$ cat config.mk
export PLATFORM = sky130hd
export DESIGN_NAME = mem_port_arbiter
export DESIGN_NICKNAME = d
export VERILOG_FILES = /design/src/rtl/mem_port_arbiter_pkg.sv /design/src/rtl/mem_port_arbiter_rr_arbiter.sv /design/src/rtl/mem_port_arbiter.sv
export SDC_FILE = /design/constraint.sdc
export NUM_CORES = 1
export LEC_CHECK = 0
export CAP_MARGIN = 20
export CORE_AREA = 2 2 134 136
export CTS_CLUSTER_DIAMETER = 150
export CTS_CLUSTER_SIZE = 25
export DETAILED_ROUTE_END_ITERATION = 7
export DIE_AREA = 0 0 136 138
export GPL_TIMING_DRIVEN = 1
export PLACE_DENSITY = 0.68
export SLEW_MARGIN = 30
export SYNTH_ARGS = -nofsm -noshare
export SYNTH_HDL_FRONTEND = slang
export SYNTH_HIERARCHICAL = 1
export SYNTH_SLANG_ARGS = --single-unit
$ cat constraint.sdc
create_clock -name i_clk -period 16.6 [get_ports i_clk]
set_clock_uncertainty 0.2 [all_clocks]
set_input_delay 4.15 -clock i_clk [delete_from_list [all_inputs] [get_ports i_clk]]
set_output_delay 4.15 -clock i_clk [all_outputs]
set_load 0.01 [all_outputs]
$ cat src/rtl/mem_port_arbiter_pkg.sv
// -----------------------------------------------------------------------------
// mem_port_arbiter_pkg
//   Shared types and helpers for the data-port arbiter.
//   - mem_size_e     : access size encoding (byte, half, word, illegal)
//   - size_to_bytes  : byte count for a size (0 for illegal)
//   - extend_load    : keep the low bytes of a fetched word, then sign- or
//                      zero-extend them to 64 bits (callers truncate to their
//                      own data width)
// -----------------------------------------------------------------------------
package mem_port_arbiter_pkg;

   typedef enum logic [1:0] {
      MEM_B       = 2'd0,
      MEM_H       = 2'd1,
      MEM_W       = 2'd2,
      MEM_ILLEGAL = 2'd3
   } mem_size_e;

   // Widest data path the helpers handle.
   localparam int unsigned MaxDataWidth = 64;

   function automatic logic [3:0] size_to_bytes(input mem_size_e size);
      logic [3:0] n;
      case (size)
         MEM_B:   n = 4'd1;
         MEM_H:   n = 4'd2;
         MEM_W:   n = 4'd4;
         default: n = 4'd0;
      endcase
      return n;
   endfunction

   function automatic logic [MaxDataWidth-1:0] extend_load(
      input logic [MaxDataWidth-1:0] data,
      input mem_size_e               size,
      input logic                    sgn
   );
      logic [MaxDataWidth-1:0] res;
      case (size)
         MEM_B:   res = sgn ? {{56{data[7]}},  data[7:0]}  : {56'd0, data[7:0]};
         MEM_H:   res = sgn ? {{48{data[15]}}, data[15:0]} : {48'd0, data[15:0]};
         MEM_W:   res = sgn ? {{32{data[31]}}, data[31:0]} : {32'd0, data[31:0]};
         default: res = '0;
      endcase
      return res;
   endfunction

endpackage

$ cat src/rtl/mem_port_arbiter_rr_arbiter.sv
// -----------------------------------------------------------------------------
// rr_arbiter
//   Round-robin arbiter with an internal rotating pointer. The search starts
//   at the pointer and walks upward modulo N; the first active request wins.
//   When a grant is taken (i_advance), the pointer moves to one past the
//   winner, so a continuously asserted request is served within N cycles.
// Ports
//   i_clk        clock
//   i_rst        synchronous reset, active-high (pointer -> 0)
//   i_req        N request lines
//   i_advance    consume the current grant (pointer updates only on a grant)
//   o_grant      one-hot grant, or zero when nothing requests
//   o_grant_idx  binary index of the granted line (0 when no grant)
// -----------------------------------------------------------------------------
module rr_arbiter #(
   parameter int unsigned N = 2
) (
   input  logic                                i_clk,
   input  logic                                i_rst,
   input  logic [N-1:0]                        i_req,
   input  logic                                i_advance,
   output logic [N-1:0]                        o_grant,
   output logic [((N > 1) ? $clog2(N) : 1)-1:0] o_grant_idx
);

   localparam int unsigned PW = (N > 1) ? $clog2(N) : 1;

   logic [PW-1:0] r_ptr;
   logic [PW-1:0] w_ptr_next;
   logic [PW-1:0] w_idx;
   logic          w_found;

   always_comb begin
      o_grant     = '0;
      o_grant_idx = '0;
      w_found     = 1'b0;
      w_idx       = '0;
      for (int unsigned off = 0; off < N; off++) begin
         w_idx = PW'((32'(r_ptr) + off) % N);
         if (!w_found && i_req[w_idx]) begin
            o_grant[w_idx] = 1'b1;
            o_grant_idx    = w_idx;
            w_found        = 1'b1;
         end
      end
      w_ptr_next = (o_grant_idx == PW'(N - 1)) ? '0 : o_grant_idx + 1'b1;
   end

   always_ff @(posedge i_clk) begin
      if (i_rst) begin
         r_ptr <= '0;
      end else if (i_advance && w_found) begin
         r_ptr <= w_ptr_next;
      end
   end

endmodule

$ cat src/rtl/mem_port_arbiter.sv
// -----------------------------------------------------------------------------
// mem_port_arbiter
//   Shares the single data read/write port of a unified byte-addressed memory
//   between N_REQ requesters. Round-robin grant with a valid/ready handshake,
//   combinational memory drive in the grant cycle, registered response one
//   cycle later. Derives the byte count from the access size, sign/zero
//   extends loads and reports illegal-size or out-of-range accesses as errors
//   (erroring stores never write).
// Ports
//   i_clk, i_rst             clock, synchronous active-high reset
//   i_req_valid/o_req_ready  per-requester handshake (ready one-hot or zero)
//   i_req_write/_signed      store select, load sign-extension select
//   i_req_size/_addr/_wdata  access size (mem_size_e), byte address, store data
//   o_rsp_valid/_err/_rdata  one-cycle response pulse, error flag, load data
//   o_mem_fetch_addr         memory read address
//   i_mem_fetched_data       memory read data (combinational from fetch addr)
//   o_mem_write_addr         memory write address
//   o_mem_bytes_to_write     bytes to store this cycle, 0 = no write
//   o_mem_write_data         memory write data
// -----------------------------------------------------------------------------
module mem_port_arbiter
   import mem_port_arbiter_pkg::*;
#(
   parameter int unsigned ADDR_WIDTH    = 32,
   parameter int unsigned DATA_WIDTH    = 32,
   parameter logic [63:0] MEM_BYTE_SIZE = 64'h1000,
   parameter int unsigned N_REQ         = 2
) (
   input  logic                                  i_clk,
   input  logic                                  i_rst,
   input  logic [N_REQ-1:0]                      i_req_valid,
   output logic [N_REQ-1:0]                      o_req_ready,
   input  logic [N_REQ-1:0]                      i_req_write,
   input  logic [N_REQ-1:0]                      i_req_signed,
   input  logic [N_REQ-1:0][1:0]                 i_req_size,
   input  logic [N_REQ-1:0][ADDR_WIDTH-1:0]      i_req_addr,
   input  logic [N_REQ-1:0][DATA_WIDTH-1:0]      i_req_wdata,
   output logic [N_REQ-1:0]                      o_rsp_valid,
   output logic [N_REQ-1:0]                      o_rsp_err,
   output logic [N_REQ-1:0][DATA_WIDTH-1:0]      o_rsp_rdata,
   output logic [ADDR_WIDTH-1:0]                 o_mem_fetch_addr,
   input  logic [DATA_WIDTH-1:0]                 i_mem_fetched_data,
   output logic [ADDR_WIDTH-1:0]                 o_mem_write_addr,
   output logic [$clog2(DATA_WIDTH/8):0]         o_mem_bytes_to_write,
   output logic [DATA_WIDTH-1:0]                 o_mem_write_data
);

   localparam int unsigned GW    = (N_REQ > 1) ? $clog2(N_REQ) : 1;
   localparam int unsigned BTW_W = $clog2(DATA_WIDTH / 8) + 1;
   localparam int unsigned AW1   = ADDR_WIDTH + 1;

   // Arbitration
   logic [N_REQ-1:0] w_req;
   logic [N_REQ-1:0] w_grant;
   logic [GW-1:0]    w_gidx;
   logic             w_any;

   // Reset masks requests so no transfer can coincide with reset.
   assign w_req = i_rst ? '0 : i_req_valid;

   rr_arbiter #(
      .N (N_REQ)
   ) u_rr_arbiter (
      .i_clk       (i_clk),
      .i_rst       (i_rst),
      .i_req       (w_req),
      .i_advance   (1'b1),
      .o_grant     (w_grant),
      .o_grant_idx (w_gidx)
   );

   assign w_any       = |w_grant;
   assign o_req_ready = w_grant;

   // Granted request decode and checks
   mem_size_e             w_size;
   logic [3:0]            w_nbytes;
   logic [ADDR_WIDTH-1:0] w_addr;
   logic [AW1-1:0]        w_end;
   logic                  w_write;
   logic                  w_err;
   logic [DATA_WIDTH-1:0] w_load;

   assign w_size   = mem_size_e'(i_req_size[w_gidx]);
   assign w_nbytes = size_to_bytes(w_size);
   assign w_addr   = i_req_addr[w_gidx];
   assign w_write  = i_req_write[w_gidx];

   // One extra bit so an access running past the top of the address space
   // cannot wrap around and look in range.
   assign w_end = {1'b0, w_addr} + AW1'(w_nbytes);
   assign w_err = (w_size == MEM_ILLEGAL) || (64'(w_end) > MEM_BYTE_SIZE);

   assign w_load = DATA_WIDTH'(extend_load(64'(i_mem_fetched_data), w_size,
                                           i_req_signed[w_gidx]));

   // Memory drive, valid only in the grant cycle
   always_comb begin
      o_mem_fetch_addr     = '0;
      o_mem_write_addr     = '0;
      o_mem_write_data     = '0;
      o_mem_bytes_to_write = '0;
      if (w_any) begin
         o_mem_fetch_addr = w_addr;
         o_mem_write_addr = w_addr;
         o_mem_write_data = i_req_wdata[w_gidx];
         if (w_write && !w_err) begin
            o_mem_bytes_to_write = BTW_W'(w_nbytes);
         end
      end
   end

   // Response next-state
   logic [N_REQ-1:0]                 w_rsp_err_d;
   logic [N_REQ-1:0][DATA_WIDTH-1:0] w_rsp_rdata_d;

   always_comb begin
      w_rsp_err_d   = w_err ? w_grant : '0;
      w_rsp_rdata_d = '0;
      for (int i = 0; i < N_REQ; i++) begin
         if (w_grant[i] && !w_err && !w_write) begin
            w_rsp_rdata_d[i] = w_load;
         end
      end
   end

   // Response registers
   logic [N_REQ-1:0]                 r_rsp_valid;
   logic [N_REQ-1:0]                 r_rsp_err;
   logic [N_REQ-1:0][DATA_WIDTH-1:0] r_rsp_rdata;

   always_ff @(posedge i_clk) begin
      if (i_rst) begin
         r_rsp_valid <= '0;
         r_rsp_err   <= '0;
         r_rsp_rdata <= '0;
      end else begin
         r_rsp_valid <= w_grant;
         r_rsp_err   <= w_rsp_err_d;
         r_rsp_rdata <= w_rsp_rdata_d;
      end
   end

   assign o_rsp_valid = r_rsp_valid;
   assign o_rsp_err   = r_rsp_err;
   assign o_rsp_rdata = r_rsp_rdata;

endmodule
==> summary.md <==
| Metric | Value |
|---|---|
| Outcome | `finished clean` |
| Clock Latency Late Sink | `around 0.33 ns` |
| Nature of the critical path startpoint | `primary input` |
| Fin nets | `1,116` |
| Min-delay worst type | `flop to flop` |
| CTS tree | `built` |
| Syn Area/Cell | `7.693 sq um` |
| Asr flop ratio synth | `0%` |
| Commonest cells post-synth | `nand2_1 (105), nor2_1 (74), dfxtp_1 (69), mux2i_1 (59), nor3_1 (42)` |
| Final WL | `between 20 and 25 mm` |
| Most Crowded Layer GR | `met2` |
| Maximum vdd drop | `about 0.054 mV` |
| Clock slew at reported path FFs | `around 0.05 ns` |
| Register area | `approximately 0.0014 sq mm` |
| Share of layout cells above drive strength 1 | `~9%` |
| Synthesized flop and latch total | `between 60 and 70` |
| Final hold vios | `0` |
| Leak Pwr | `about 2.9 nW` |
| H-tree levels | `3` |
| GR Util met2 | `approximately two fifths` |
| Iteration-0 DRC Markers | `208` |
| Overall Power | `~0.52 mW` |
| MaxCap Viol Count | `0` |
| Top-count cell post-synth | `nand2_1` |
| Num ports | `~340` |
| Fill count | `roughly 1,700` |
| Crit path DAT | `~11 ns` |
| Post-synth EDFFs | `0` |
| Crit. End Element | `output port` |
| Starting Density | `between 20 and 30%` |
| Vias in the first global route | `approximately 5,600` |
| Die Area | `about 0.019 sq mm` |
| HPWL after DPL | `around 16 mm` |
| Crit-path max FO | `109` |
| Post-synthesis cell count | `661` |
| First-pass GRT wire length | `30.33 mm` |
| Top cells by area, synth | `dfxtp_1 (27%), mux2i_1 (12%), nand2_1 (7.8%), nor3_2 (5.9%), nor2_1 (5.5%)` |
| GR met1 Demand/Resource | `a little over a fifth` |
| Hold-fix buffer count after cts | `0` |
| Sequential area share after synthesis | `around 27%` |
| Tcrit/Tclk final | `between 80% and 90%` |
| Drt first pass iters | `4` |
| Total Routing Usage GR | `roughly a fifth` |
| Cell taking the most area after synthesis | `dfxtp_1` |
| Synth top area share | `27.17%` |
| Wirelength per Cell | `between 15 and 20 um` |
| Pins Over Slew Limit | `0` |
| Finish-stage setup viols | `0` |
| CTS resizes | `0` |
| Total gr overflow | `0` |
| Largest net degree at the start of global routing | `110` |
| Root Buffer Master | `clkbuf_16` |
| Fmax | `between 0.06 and 0.07 GHz` |
| Setup repair bufs after CTS | `0` |
| RSZ-0062 raised after global routing | `false` |
| Initial antenna violation count | `1` |
| Netlist Area Pre-Place | `0.005085 sq mm` |
| Gpl congestion | `about 0.85` |
| Die height | `~140 um` |
| Setup TNS | `0 ns` |
| Finished Layout Cells | `between 1,000 and 1,500` |
| DR vias | `5,762` |
| Measured slew at the worst slew-check pin | `about 0.91 ns` |
| Required time of the critical path | `around 12 ns` |
| Die W | `136 um` |
| Area of the multi-input gates | `~0.0032 sq mm` |
| TritonCTS Buffers | `9` |
| Synth Flop Type | `dfxtp_1` |
| GR Layer Usage met3 | `around 5%` |
| DRC viols | `0` |
| Cells after DPL | `1,158` |
| Post-layout minimum cycle time | `approximately 15 ns` |
| Vias per cell | `around 4.9` |
| Core area | `approximately 0.018 sq mm` |
| Cell Pwr Density | `roughly 60 mW/mm^2` |
| Synth warn | `6` |
| Max_slew headroom | `approximately 39%` |
| WHS | `approximately 0.40 ns` |
| Number of cell rows | `slightly below 50` |
| Clock net sink count | `69` |
| Clk buf depth | `2` |
| Routed Antenna Nets | `0` |
| Worst setup path class | `primary input to output port` |
| Synth unique cells | `61` |
| IO buf count | `340` |
| Area Overhead vs Synth | `71.06%` |
[routing by layer]
layer  wire (um)  part of all wire [%]
met2       10970                    55
met5           0                     0
met1        7239                    36
met3        1548                   7.7
met4         275                   1.4
[per-stage QoR]
step           utilization, %  area, sq um  setup WS [ns]
6_report                49.61         8698          1.746
5_1_grt                 49.61         8698          1.286
4_1_cts                 49.59         8696          1.835
3_5_place_dp            47.90         8399          1.848
3_3_place_gp            47.90         8399          2.014
2_1_floorplan               -         5089          2.606
[cell families after synthesis]
| group | synth area share, % |
|---|---|
| flip-flops | 27.17 |
| AO/OA/AOI/OAI | 9.105 |
| adder cells (fa/ha/maj) | 1.132 |
| multiplexers | 14.81 |
| buffers and inverters | 10.11 |
| AND/OR/NAND/NOR | 35.70 |
| XOR/XNOR | 1.895 |
| other | 0.07375 |
[worst max-delay path, cell delays in order]
cell and delay, ns:
clkdlybuf4s50_1 0.48, nor2b_1 0.29, a21boi_4 0.27, buf_12 0.39, mux2_2 0.43, nor2_1 0.18
ha_1 0.20, inv_1 0.06, fa_1 0.40, nor2b_1 0.16, o221a_2 0.32, nand2_1 0.10
nor4_1 0.36, xnor2_1 0.09, or4_1 0.54, or4_2 0.67, buf_4 0.39, nor3_2 0.27
clkdlybuf4s50_1 0.56
[registers in the layout, summed over array words and instances, names as in the netlist, named ones only]
register	cells
o_rsp_valid	2
o_rsp_rdata	64
o_rsp_err	2
[report_power, final]
part	total [mW]	internal (mW)	switching (mW)
clock network	0.187	0.114	0.0730
logic	0.170	0.0910	0.0789
registers	0.166	0.166	0.000204
total	0.523	0.371	0.152
[cell type report]
class,instances,share of cell area [%]
inverters,8,0.3452
flip-flops and latches,69,15.88
clock buffers,12,3.064
clock inverters,4,0.3452
diodes,1,0.02877
multi-input cells,505,37.17
well taps,229,3.294
repair buffers,347,39.87
[worst paths after layout]
check	start	end	slack, ns	cells past startpoint
worst max-delay path	i_rst	o_mem_bytes_to_write[0]	1.75	19
worst min register to register	flop	flop	0.40	2
worst min-delay path	flop	flop	0.40	2
worst max register to register	flop	o_rsp_rdata[25]	10.77	17
[layout by cell type (no fill, tap or decap), types with 7 or more instances in the layout]
master,Yosys,layout
nor2b_1,11,11
nand2b_1,7,7
xnor2_1,9,9
mux2i_1,59,59
clkbuf_16,0,9
a21oi_1,24,24
clkdlybuf4s50_1,0,340
o21ai_0,8,8
mux2_2,12,12
nor3_1,42,42
inv_1,8,8
nand2_1,105,105
nor2_1,74,71
nand3_1,33,33
dfxtp_1,69,69
nor3_2,30,30
nor4_1,7,7
Power figures use the tool's default switching activity.
